$ cat src/rtl/piso_serialiser_if.sv
// Handshake/serial bundle for piso_serialiser.
// PISO_ACK_CAPTURE_EN adds sda_i/nack_o for the ACK slot.
interface piso_serialiser_if #(
    parameter int WIDTH = 8
);
    logic [WIDTH-1:0] data_i;
    logic             load_i;
    logic             ready_o;
    logic             shift_i;
    logic             abort_i;
    logic             data_o;
    logic             busy_o;
    logic             done_o;
`ifdef PISO_ACK_CAPTURE_EN
    logic             sda_i;
    logic             nack_o;
`endif

    modport master (
        output data_i, load_i, shift_i, abort_i,
`ifdef PISO_ACK_CAPTURE_EN
        output sda_i,
        input  nack_o,
`endif
        input  ready_o, data_o, busy_o, done_o
    );

    modport slave (
        input  data_i, load_i, shift_i, abort_i,
`ifdef PISO_ACK_CAPTURE_EN
        input  sda_i,
        output nack_o,
`endif
        output ready_o, data_o, busy_o, done_o
    );
endinterface

$ cat src/rtl/piso_serialiser.sv
// Parallel-in/serial-out shifter for the I2C slave transmit path.
// Optional ACK-slot capture of sda_i into nack_o under PISO_ACK_CAPTURE_EN.
module piso_serialiser #(
    parameter int WIDTH      = 8,
    parameter int MSB_FIRST  = 1,
    parameter int IDLE_LEVEL = 1
) (
    input  logic               clk_i,
    input  logic               rst_n,
    piso_serialiser_if.slave   bus
);
    localparam int   CW       = $clog2(WIDTH);
    localparam logic IDLE_BIT = IDLE_LEVEL[0];

`ifdef PISO_ACK_CAPTURE_EN
    typedef enum logic [1:0] {IDLE, SHIFT, ACK} state_t;
`else
    typedef enum logic [0:0] {IDLE, SHIFT} state_t;
`endif

    state_t           state;
    logic [WIDTH-1:0] sreg;
    logic [CW-1:0]    cnt;
    logic             data_q;
    logic             ready_q;
    logic             busy_q;
    logic             done_q;
`ifdef PISO_ACK_CAPTURE_EN
    logic             nack_q;
`endif

    // Every output is registered so data_o never glitches onto SDA.
    always_ff @(posedge clk_i or negedge rst_n) begin
        if (!rst_n) begin
            state   <= IDLE;
            sreg    <= '0;
            cnt     <= '0;
            data_q  <= IDLE_BIT;
            ready_q <= 1'b1;
            busy_q  <= 1'b0;
            done_q  <= 1'b0;
`ifdef PISO_ACK_CAPTURE_EN
            nack_q  <= 1'b0;
`endif
        end else begin
            done_q <= 1'b0;
            case (state)
                IDLE: begin
                    if (bus.load_i) begin
                        sreg    <= bus.data_i;
                        cnt     <= CW'(WIDTH - 1);
                        data_q  <= (MSB_FIRST != 0) ? bus.data_i[WIDTH-1] : bus.data_i[0];
                        ready_q <= 1'b0;
                        busy_q  <= 1'b1;
                        state   <= SHIFT;
`ifdef PISO_ACK_CAPTURE_EN
                        nack_q  <= 1'b0;
`endif
                    end
                end
                SHIFT: begin
                    if (bus.abort_i) begin
                        state   <= IDLE;
                        cnt     <= '0;
                        data_q  <= IDLE_BIT;
                        ready_q <= 1'b1;
                        busy_q  <= 1'b0;
                    end else if (bus.shift_i) begin
                        if (cnt != '0) begin
                            cnt <= cnt - 1'b1;
                            if (MSB_FIRST != 0) begin
                                sreg   <= {sreg[WIDTH-2:0], 1'b0};
                                data_q <= sreg[WIDTH-2];
                            end else begin
                                sreg   <= {1'b0, sreg[WIDTH-1:1]};
                                data_q <= sreg[1];
                            end
                        end else begin
                            data_q <= IDLE_BIT;
`ifdef PISO_ACK_CAPTURE_EN
                            // SDA released so the master can drive ACK/NACK.
                            state   <= ACK;
`else
                            state   <= IDLE;
                            ready_q <= 1'b1;
                            busy_q  <= 1'b0;
                            done_q  <= 1'b1;
`endif
                        end
                    end
                end
`ifdef PISO_ACK_CAPTURE_EN
                ACK: begin
                    if (bus.abort_i) begin
                        state   <= IDLE;
                        cnt     <= '0;
                        data_q  <= IDLE_BIT;
                        ready_q <= 1'b1;
                        busy_q  <= 1'b0;
                    end else if (bus.shift_i) begin
                        nack_q  <= bus.sda_i;
                        state   <= IDLE;
                        ready_q <= 1'b1;
                        busy_q  <= 1'b0;
                        done_q  <= 1'b1;
                    end
                end
`endif
                default: state <= IDLE;
            endcase
        end
    end

    assign bus.data_o  = data_q;
    assign bus.ready_o = ready_q;
    assign bus.busy_o  = busy_q;
    assign bus.done_o  = done_q;
`ifdef PISO_ACK_CAPTURE_EN
    assign bus.nack_o  = nack_q;
`endif
endmodule

$ cat src/flat_wrapper.sv
// flat-port wrapper written by rule: the top's interface ports become plain ports
module piso_serialiser_flat 
#(
    parameter int WIDTH      = 8,
    parameter int MSB_FIRST  = 1,
    parameter int IDLE_LEVEL = 1
)
  (clk_i, rst_n, bus_data_i, bus_load_i, bus_shift_i, bus_abort_i, bus_ready_o, bus_data_o, bus_busy_o, bus_done_o);
  piso_serialiser_if #(.WIDTH(WIDTH)) bus_i ();
  input  logic clk_i;
  input  logic rst_n;
  input wire logic [$bits(bus_i.data_i)-1:0] bus_data_i;
  input wire logic [$bits(bus_i.load_i)-1:0] bus_load_i;
  input wire logic [$bits(bus_i.shift_i)-1:0] bus_shift_i;
  input wire logic [$bits(bus_i.abort_i)-1:0] bus_abort_i;
  output wire logic [$bits(bus_i.ready_o)-1:0] bus_ready_o;
  output wire logic [$bits(bus_i.data_o)-1:0] bus_data_o;
  output wire logic [$bits(bus_i.busy_o)-1:0] bus_busy_o;
  output wire logic [$bits(bus_i.done_o)-1:0] bus_done_o;
  assign bus_i.data_i = bus_data_i;
  assign bus_i.load_i = bus_load_i;
  assign bus_i.shift_i = bus_shift_i;
  assign bus_i.abort_i = bus_abort_i;
  assign bus_ready_o = bus_i.ready_o;
  assign bus_data_o = bus_i.data_o;
  assign bus_busy_o = bus_i.busy_o;
  assign bus_done_o = bus_i.done_o;
  piso_serialiser #(.WIDTH(WIDTH), .MSB_FIRST(MSB_FIRST), .IDLE_LEVEL(IDLE_LEVEL)) u_core (.clk_i(clk_i), .rst_n(rst_n), .bus(bus_i));
endmodule
$ cat config.mk
export PLATFORM = sky130hd
export DESIGN_NAME = piso_serialiser_flat
export DESIGN_NICKNAME = d
export VERILOG_FILES = /design/src/rtl/piso_serialiser_if.sv /design/src/rtl/piso_serialiser.sv /design/src/flat_wrapper.sv
export SDC_FILE = /design/constraint.sdc
export NUM_CORES = 1
export LEC_CHECK = 0
export CAP_MARGIN = 0
export CORE_MARGIN = 1.5
export CORE_UTILIZATION = 53
export DETAILED_ROUTE_END_ITERATION = 16
export HOLD_SLACK_MARGIN = 0.02
export PLACE_DENSITY = 0.82
export SETUP_SLACK_MARGIN = 0.05
export SYNTH_ARGS = -nofsm -noshare
export SYNTH_HDL_FRONTEND = slang
export SYNTH_SLANG_ARGS = --single-unit
$ cat constraint.sdc
create_clock -name clk_i -period 3.1 [get_ports clk_i]
set_input_delay 0.31 -clock clk_i [delete_from_list [all_inputs] [get_ports clk_i]]
set_output_delay 0.31 -clock clk_i [all_outputs]
set_load 0.03 [all_outputs]
==> impl_results.md, run 1 <==
- Run status: finished clean
- R2R cell count: 5
- Mapped Area: between 800 and 900 µm²
- Sw Ratio: 34.2%
- Reg power frac: 47.4%
- Cell family with most CP delay: buffers and inverters
- RSZ-0062 raised after global routing: false
- HP Class: in2async
- Synth async-reset ratio: 100%
- Crit. Startpoint: u_core.bus.data_o
- Slowest library cell on the worst path: clkdlybuf4s50_1
- Pwr Total: around 0.64 mW
- Initial antenna violation count: 0
- Setup WS pre-CTS: around 1300 ps
- Critical path type: reg2out
- Top FF cell, synth: dfrtp_1
- Die extent in y: ~43 µm
- Placer's final routability congestion estimate: 0.748
- Hpwl dp: approximately 1.1 mm
- P_sw: around 0.22 mW
- Power share of the combinational group: a little over a third
- Setup violators final: 0
- Sink Count: 15
- Syn_area_per_cell: 10.9 µm²
- Placed cell areas: 971 µm²
- Root buf cell: clkbuf_4
- Sequential-to-total area share from yosys stat: between 40% and 50%
- Layout cells sized above 1: 18.5%
- Cell count after synthesis: slightly below 80
- Hold-fix buffers, CTS: 0
- Die Width: around 43 µm
- Endpoint class of the critical path: output pin
- Routed len/inst: 13.8 µm
- Critical path's largest stage delay: between 600 and 700 ps
- Buf+Inv Stages, Crit Path: 1
- Leak: ~0.42 nW
- Synth cell types: 29
- Final Util: 67.0%
- Cell internal pwr: around 0.42 mW
- Worst path required time: roughly 2800 ps
- Max-cap violations: 0
- Pins over their slew limit: 0
- Synth Warn #: 0
- Final worst path period share: around 59%
- WP depth: 1
- TritonCTS clock tree: built
- Initial Util: 56.4%
- GRT Residual Overflow: 0
- CTS max path bufs: 2
- Crit-path max FO: 3
- Startpoint type of the worst setup path: register
- Setup Buffers After CTS: 0
- Area added between synthesis and finish: 18.8%
- Post-synth EDFFs: 0
- Via count: 625
- PwrDens: around 640 mW/mm²
- Final WS setup: 1280 ps
- First-pass GRT wire length: approximately 2.4 mm
- TritonCTS Buffers: 3
- Ant. Diodes: 0
- Clock-pin transition on the worst setup and hold timing paths: 80 ps
- Reg2reg end: u_core.cnt[2]
- Full die area: about 0.0018 mm²
- R2r setup slk: approximately 1400 ps
- Core box area: approximately 0.0015 mm²
- Max VDD drop: between 300 and 400 µV
- Drt pass-1 iters: 2
- Fin crit period: 1820 ps
- Nets: approximately 110
- All-Layer GR Usage: between 10% and 20%
- Worst-Margin Slew: ~670 ps
- Mapped Nets: a little over 90
- Number of synthesized register bits: 15
- F_max: ~550 MHz
- Crit path to: bus_data_o
- Routed vias/inst: approximately 5.8
- Resize count post-CTS: 0
- Critical Path, Cell by Cell: clkdlybuf4s50_1
- Worst-Skew Late Latency: approximately 280 ps
- Fin. Hold Viols: 0
- Worst clock skew: between 0.4 and 0.5 ps
- Detailed Route Iter0 Violations: 12
- Cell area after layout: roughly 1000 µm²
- Ports: 17
- DRC: 0
- Largest net degree at the start of global routing: 16
- Worst path arrival time: 1510 ps
- Final WL: 1.49 mm
- Setup TNS: 0 ps
- Number of global-route vias before repair: between 500 and 600
- Fill cells: roughly 120
- Clock H-tree levels: 1
- # rows: 14
- Max-slew headroom: between 50% and 60%
- Antenna Nets Post-Route: 0
- Clk pwr share: around 17%
- FF-to-FF Start: u_core.cnt[0]
- IO Port Bufs: 16
-- stage by stage --
step                hold slack, ps  instances
floorplan                     14.4         77
global placement               457        104
detailed placement             468        104
CTS                            447        108
global route                   480        108
finish                         432        108
-- cell usage in the layout (no fill, tap or decap) --
| cell type | n |
|---|---|
| a211oi_1 | 2 |
| a21o_1 | 1 |
| a21oi_1 | 4 |
| a21oi_2 | 6 |
| a311o_1 | 1 |
| a31oi_1 | 1 |
| and2_1 | 1 |
| clkbuf_1 | 1 |
| clkbuf_4 | 3 |
| clkdlybuf4s50_1 | 16 |
| dfrtp_1 | 13 |
| dfstp_2 | 2 |
| ha_1 | 2 |
| inv_1 | 6 |
| mux2_4 | 2 |
| nand2_1 | 3 |
| nand2_2 | 1 |
| nand3b_4 | 1 |
| nor2_1 | 8 |
| nor2b_1 | 1 |
| nor2b_2 | 1 |
| nor3b_1 | 1 |
| o211ai_1 | 1 |
| o211ai_4 | 1 |
| o21ai_0 | 2 |
| o22ai_1 | 1 |
| o2bb2ai_1 | 1 |
| o32ai_1 | 6 |
| or2_1 | 1 |
| or2b_1 | 2 |
-- flip-flops by register name, indices dropped and copies added, names as in the netlist --
name / count
u_core.cnt: 3
u_core.bus.done_o: 1
u_core.bus.busy_o: 1
u_core.bus.data_o: 1
u_core.bus.ready_o: 1
u_core.sreg: 7
u_core.state: 1
-- routing by layer --
metal	GRT usage (%)	vias up	share of wire, %
met5	0	-	0
met4	9.38	0	1.9
met3	3.83	4	3.5
met2	27.3	9	46
met1	24.2	304	49
li1	-	308	-
-- cell families (layout without fill, tap and decap cells) --
family / after synthesis / count (layout) / share of synthesized area (%)
buffers and inverters: 11 / 26 / 8.49
AO/OA/AOI/OAI: 27 / 27 / 25.9
flip-flops: 15 / 15 / 45.0
adder cells (fa/ha/maj): 2 / 2 / 2.98
multiplexers: 2 / 2 / 3.58
AND/OR/NAND/NOR: 20 / 20 / 14.0
-- worst min path at each step --
stage / endpoint / depth (start not counted)
floorplan: u_core.bus.busy_o / 0
global placement: u_core.bus.ready_o / 2
detailed placement: u_core.bus.ready_o / 2
CTS: u_core.sreg[2] / 1
global route: u_core.sreg[3] / 1
finish: u_core.bus.busy_o / 1
-- final cells by class --
type	count	area, µm²	share of cell area, %
multi-input combinational	51	390	39.1
sequential	15	378	37.9
tap	16	20.0	2.01
clock buffer	4	26.3	2.63
inverter	6	22.5	2.26
timing repair buffer	16	160	16.1
-- synth_stat cells (2+ instances only) --
cell	number	area, µm²
buf_6	4	45.0
nor2_1	8	30.0
inv_1	6	22.5
ha_1	2	25.0
a21oi_2	6	52.6
or2b_1	2	15.0
o32ai_1	6	52.6
a211oi_1	2	15.0
o21ai_0	2	10.0
dfstp_2	2	52.6
dfrtp_1	13	325
nand2_1	3	11.3
a21oi_1	4	20.0
mux2_4	2	30.0
-- power groups by stage --
stage / clock network, mW / registers [mW] / logic [mW]
after floorplan: 0 / 0.313 / 0.165
final: 0.108 / 0.303 / 0.229
after global routing: 0.118 / 0.312 / 0.251
after global placement: 0 / 0.305 / 0.225
after detailed placement: 0 / 0.305 / 0.233
after CTS: 0.111 / 0.303 / 0.233
Power figures use the tool's default switching activity.
==> run 2, diff against run 1 <==
Settings changed: CORE_UTILIZATION 53 to 44, PLACE_DENSITY 0.82 to 0.73.
Clock period 3.1 ns to 1.6 ns, I/O delays scaled along.
==> run 2 against run 1 <==
  * First-iteration DRC count is 8.3% lower
  * Wire length is 17% higher
  * Global-route usage is 0.58 points higher
  * Non-clock buffer count is 7 higher
  * Total power is 100% higher
  * Flip-flop and latch count stayed put
  * Sequential power is 95% higher
  * Register-to-register slack worse by 1300 ps
  * Final cell count is 15% higher
  * Design area is 7.9% higher
  * Largest cell class unchanged
==> impl_results.md, run 2 (synthesized netlist as in run 1, its figures left out) <==
- Number of global-route vias before repair: just over 600
- RSZ-0062 raised after global routing: true
- Critical path type: reg2out
- Detailed Route Iter0 Violations: 11
- Clock-pin transition on the worst setup and hold timing paths: about 90 ps
- Fin. Hold Viols: 0
- # rows: 15
- Fin crit period: roughly 1500 ps
- HP Class: in2async
- F_max: roughly 670 MHz
- Sink Count: 15
- Largest net degree at the start of global routing: 16
- Final WL: approximately 1.7 mm
- Setup Buffers After CTS: 0
- Hpwl dp: about 1.3 mm
- Worst path required time: 1440 ps
- Antenna Nets Post-Route: 0
- Slowest library cell on the worst path: clkdlybuf4s50_1
- Die Width: 46.7 µm
- Final worst path period share: a little over nine tenths
- GRT Residual Overflow: 0
- Worst clock skew: around 1.5 ps
- Initial antenna violation count: 0
- Critical path's largest stage delay: roughly 700 ps
- Ports: 17
- Routed vias/inst: around 5.4
- Core box area: 0.00176 mm²
- Startpoint type of the worst setup path: register
- Hold-fix buffers, CTS: 0
- Endpoint class of the critical path: output pin
- Crit-path max FO: 3
- Cell family with most CP delay: buffers and inverters
- Reg with most FFs: u_core.sreg
- Root buf cell: clkbuf_4
- CTS max path bufs: 2
- Commonest cells after routing, fill and taps aside: clkdlybuf4s50_1, dfrtp_1, nor2_1
- Via count: 670
- Setup TNS: 0 ps
- Buf+Inv Stages, Crit Path: 1
- Area added between synthesis and finish: 28.2%
- Initial Util: a little under half
- Nets: 115
- First-pass GRT wire length: between 2 and 3 mm
- Max VDD drop: between 600 and 700 µV
- Max-slew headroom: around 70%
- Commonest non-fill, non-tap cell in the layout: clkdlybuf4s50_1
- IO Port Bufs: 16
- Biggest regs: u_core.sreg x7, u_core.cnt x3
- TritonCTS clock tree: built
- Setup WS pre-CTS: between 90 and 100 ps
- Worst path arrival time: about 1300 ps
- Placer's final routability congestion estimate: around 0.74
- PwrDens: 1190 mW/mm²
- Max reg flops: 7
- TritonCTS Buffers: 3
- Worst-Skew Late Latency: around 280 ps
- Final WS setup: about 97 ps
- Critical Path, Cell by Cell: clkdlybuf4s50_1
- Max-cap violations: 0
- Routed len/inst: around 14 µm
- DRC: 0
- Full die area: 0.00218 mm²
- Die extent in y: roughly 47 µm
- Pins over their slew limit: 0
- Run status: finished clean
- Clock H-tree levels: 1
- Leak: 0.464 nW
- Ant. Diodes: 0
- Drt pass-1 iters: 4
- All-Layer GR Usage: a little under a fifth
- Setup violators final: 0
- Worst-Margin Slew: around 460 ps
- Layout cells sized above 1: around 27%
## run 2: worst paths after layout
| kind | slack [ps] | cells after the start | to | start |
|---|---|---|---|---|
| setup / recovery | 100 | 1 | bus_busy_o | u_core.bus.busy_o |
| hold / removal | 190 | 2 | u_core.cnt[2] | rst_n |
| setup reg to reg | 110 | 6 | u_core.sreg[1] | u_core.cnt[0] |
| hold reg to reg | 470 | 2 | u_core.bus.ready_o | u_core.bus.ready_o |
| max in group asynchronous | 1170 | 2 | u_core.bus.data_o | rst_n |
| min in group clk_i | 400 | 3 | u_core.sreg[0] | bus_data_i[0] |
## run 2: power by group
part           switching (mW)  internal (mW)  total, mW  leakage [nW]
combinational           0.239          0.237      0.475         0.280
clock                   0.122         0.0966      0.219        0.0150
sequential             0.0929          0.498      0.591         0.169
total                   0.453          0.831       1.28         0.464
## run 2: metrics by stage
| step | area [µm²] | hold slack [ps] | power [mW] | util [%] | instances |
|---|---|---|---|---|---|
| final | 1080 | 190 | 1.28 | 61.0 | 124 |
| after global routing | 1080 | 187 | 1.37 | 61.0 | 124 |
| after CTS | 1060 | 195 | 1.28 | 60.0 | 124 |
| after detailed placement | 1030 | 468 | 1.07 | 58.7 | 120 |
| after global placement | 1030 | 455 | 1.05 | 58.7 | 120 |
| after floorplan | 840 | -136 | 0.927 | - | 77 |
## run 2: layout make-up
cell class | count | area [µm²]
clock buffers | 4 | 26.3
fillers | 163 | 688
inverters | 6 | 22.5
multi-input cells | 51 | 408
flip-flops and latches | 15 | 378
well taps | 25 | 31.3
repair buffers | 23 | 210
## run 2: per-layer routing
| metal | track usage (%) | vias to the layer above | part of all wire (%) |
|---|---|---|---|
| li1 | - | 321 | - |
| met5 | 0 | - | 0 |
| met3 | 5.88 | 2 | 4.4 |
| met4 | 6.67 | 0 | 0.69 |
| met1 | 25.0 | 331 | 46 |
| met2 | 28.3 | 16 | 49 |
## run 2: what timing repair did
action,CTS,global route
gates resized for setup,2,3
setup endpoints to repair,2,9
pin swaps,0,1
==> run 3, diff against run 2 <==
Settings changed: CORE_UTILIZATION 44 to 53, MAX_ROUTING_LAYER set to met4, PLACE_DENSITY 0.73 to 0.82.
Clock period 1.6 ns to 1.9 ns, I/O delays scaled along.
==> run 3 against run 2 <==
  * Flip-flop and latch count did not move
  * Core utilization rose by 7.5 points
  * Sequential share of layout area rose by 1.9 points
  * Die area fell by 16%
  * Largest cell class unchanged
  * Worst hold slack improved by 110 ps
  * Wire length fell by 8.7%
  * Clock skew rose by 3.2 ps
  * Setup slack improved by 110 ps
  * Sequential power fell by 16%
  * Critical endpoint is now bus_data_o
  * Critical path depth did not move
==> impl_results.md, run 3 (synthesized netlist as in run 1, its figures left out) <==
- Dpl cells: approximately 110
- Commonest non-fill, non-tap cell in the layout: clkdlybuf4s50_1
- GRT busiest layer: met2
- Drt pass-1 iters: 4
- Critical Path, Cell by Cell: clkdlybuf4s50_1
- Fin. Hold Viols: 0
- Reg with most FFs: u_core.sreg
- Antenna Nets Post-Route: 0
- TritonCTS Buffers: 3
- Clk pwr share: 16.9%
- RSZ-0062 raised after global routing: false
- F_max: 589 MHz
- Buf+Inv Stages, Crit Path: 1
- HP Class: in2async
- Placer's final routability congestion estimate: around 0.83
- Hpwl dp: 1.21 mm
- DRC: 0
- Fin crit period: approximately 1700 ps
- Full die area: roughly 0.0018 mm²
- P_sw: 0.374 mW
- GRT Residual Overflow: 0
- Number of global-route vias before repair: 614
- Met2 usage: between 30 and 40%
- Setup TNS: 0 ps
- GR Layer Usage met3: 5.11%
- Run status: finished clean
- Max-slew headroom: ~57%
- Worst path arrival time: 1510 ps
- Max reg flops: 7
- Cell family with most CP delay: buffers and inverters
- Sink Count: 15
- Final worst path period share: 89.3%
- Pins over their slew limit: 0
- PwrDens: approximately 1100 mW/mm²
- Sw Ratio: between 30% and 40%
- Power share of the combinational group: between 30% and 40%
- Max-cap violations: 0
- Largest net degree at the start of global routing: 16
- Fill cells: roughly 110
- Setup violators final: 0
- Core box area: 0.00149 mm²
- Nets: about 110
- WP depth: 1
- Crit-path max FO: 3
- GRT met1 Usage: between 20 and 30%
- All-Layer GR Usage: roughly a fifth
- Final std cells w/o fill: 111
- Fin Hold WS: 298 ps
- Slowest library cell on the worst path: clkdlybuf4s50_1
- Hold-fix buffers, CTS: 0
- Worst-Skew Late Latency: 280 ps
- Commonest cells after routing, fill and taps aside: clkdlybuf4s50_1, dfrtp_1, nor2_1
- Worst-Margin Slew: around 650 ps
- Die Width: ~43 µm
- Ant. Diodes: 0
- Routed vias/inst: between 5 and 6
- IO Port Bufs: 16
- TritonCTS clock tree: built
- Root buf cell: clkbuf_4
- Clock-pin transition on the worst setup and hold timing paths: 90 ps
- CTS max path bufs: 2
- Layout cells sized above 1: a little over a fifth
- Startpoint type of the worst setup path: register
- Resize count post-CTS: 0
- Routed len/inst: around 14 µm
- Cell internal pwr: around 0.70 mW
- R2R cell count: 5
- # rows: 14
- Detailed Route Iter0 Violations: 15
- First-pass GRT wire length: approximately 2.8 mm
- Reg power frac: roughly 46%
- Area added between synthesis and finish: 21.5%
- Final Util: a little under 70%
- Leak: approximately 0.44 nW
- Critical path type: reg2out
- Final WL: 1.59 mm
- Max VDD drop: between 600 and 700 µV
- Worst path required time: approximately 1700 ps
- Endpoint class of the critical path: output pin
- Via count: ~640
- Initial Util: a little under three fifths
- Clock H-tree levels: 1
- Initial antenna violation count: 0
- Ports: 17
- Worst clock skew: around 4.7 ps
- Biggest regs: u_core.sreg x7, u_core.cnt x3
- Die extent in y: 42.8 µm
- Setup Buffers After CTS: 0
- Critical path's largest stage delay: approximately 670 ps
run 3: cell count changes in the layout (fill, tap and decap cells not counted):
cell,before,now
buf_4,7,3
clkdlybuf4s50_1,14,16
dlygate4sd2_1,2,0
o32ai_1,4,6
o32ai_2,2,0
or2_1,0,1
or2_4,1,0
run 3: routing by layer:
metal	wire, µm	share of wire, %
met5	0	0
met4	9	0.57
met3	60	3.8
met2	747	47
met1	774	49
run 3: final timing paths:
kind                                    start                  to  slack (ps)
min in group clk_i              bus_data_i[0]      u_core.sreg[0]         430
max reg2reg                     u_core.cnt[0]       u_core.cnt[2]         270
min reg2reg                u_core.bus.ready_o  u_core.bus.ready_o         480
max                         u_core.bus.data_o          bus_data_o         200
min                                     rst_n   u_core.bus.busy_o         300
max in group asynchronous               rst_n      u_core.sreg[5]        1180
run 3: metrics by stage:
step	worst slack [ps]	power (mW)	area [µm²]
after floorplan	500	0.781	840
after global placement	256	0.882	993
after detailed placement	229	0.896	993
after CTS	196	1.08	1020
after global routing	174	1.14	1020
final	203	1.07	1020
run 3: layout make-up:
type | count | area [µm²] | share of cell area (%)
flip-flops and latches | 15 | 378 | 37.1
inverters | 6 | 22.5 | 2.21
multi-input cells | 51 | 390 | 38.3
clock buffers | 4 | 26.3 | 2.58
repair buffers | 19 | 183 | 17.9
well taps | 16 | 20.0 | 1.96
run 3: power by group through the flow:
stage / sequential (mW) / combinational [mW] / clock [mW]
2_1_floorplan: 0.511 / 0.270 / 0
3_3_place_gp: 0.495 / 0.387 / 0
3_5_place_dp: 0.496 / 0.400 / 0
4_1_cts: 0.492 / 0.402 / 0.185
5_1_grt: 0.505 / 0.439 / 0.198
6_report: 0.494 / 0.398 / 0.181
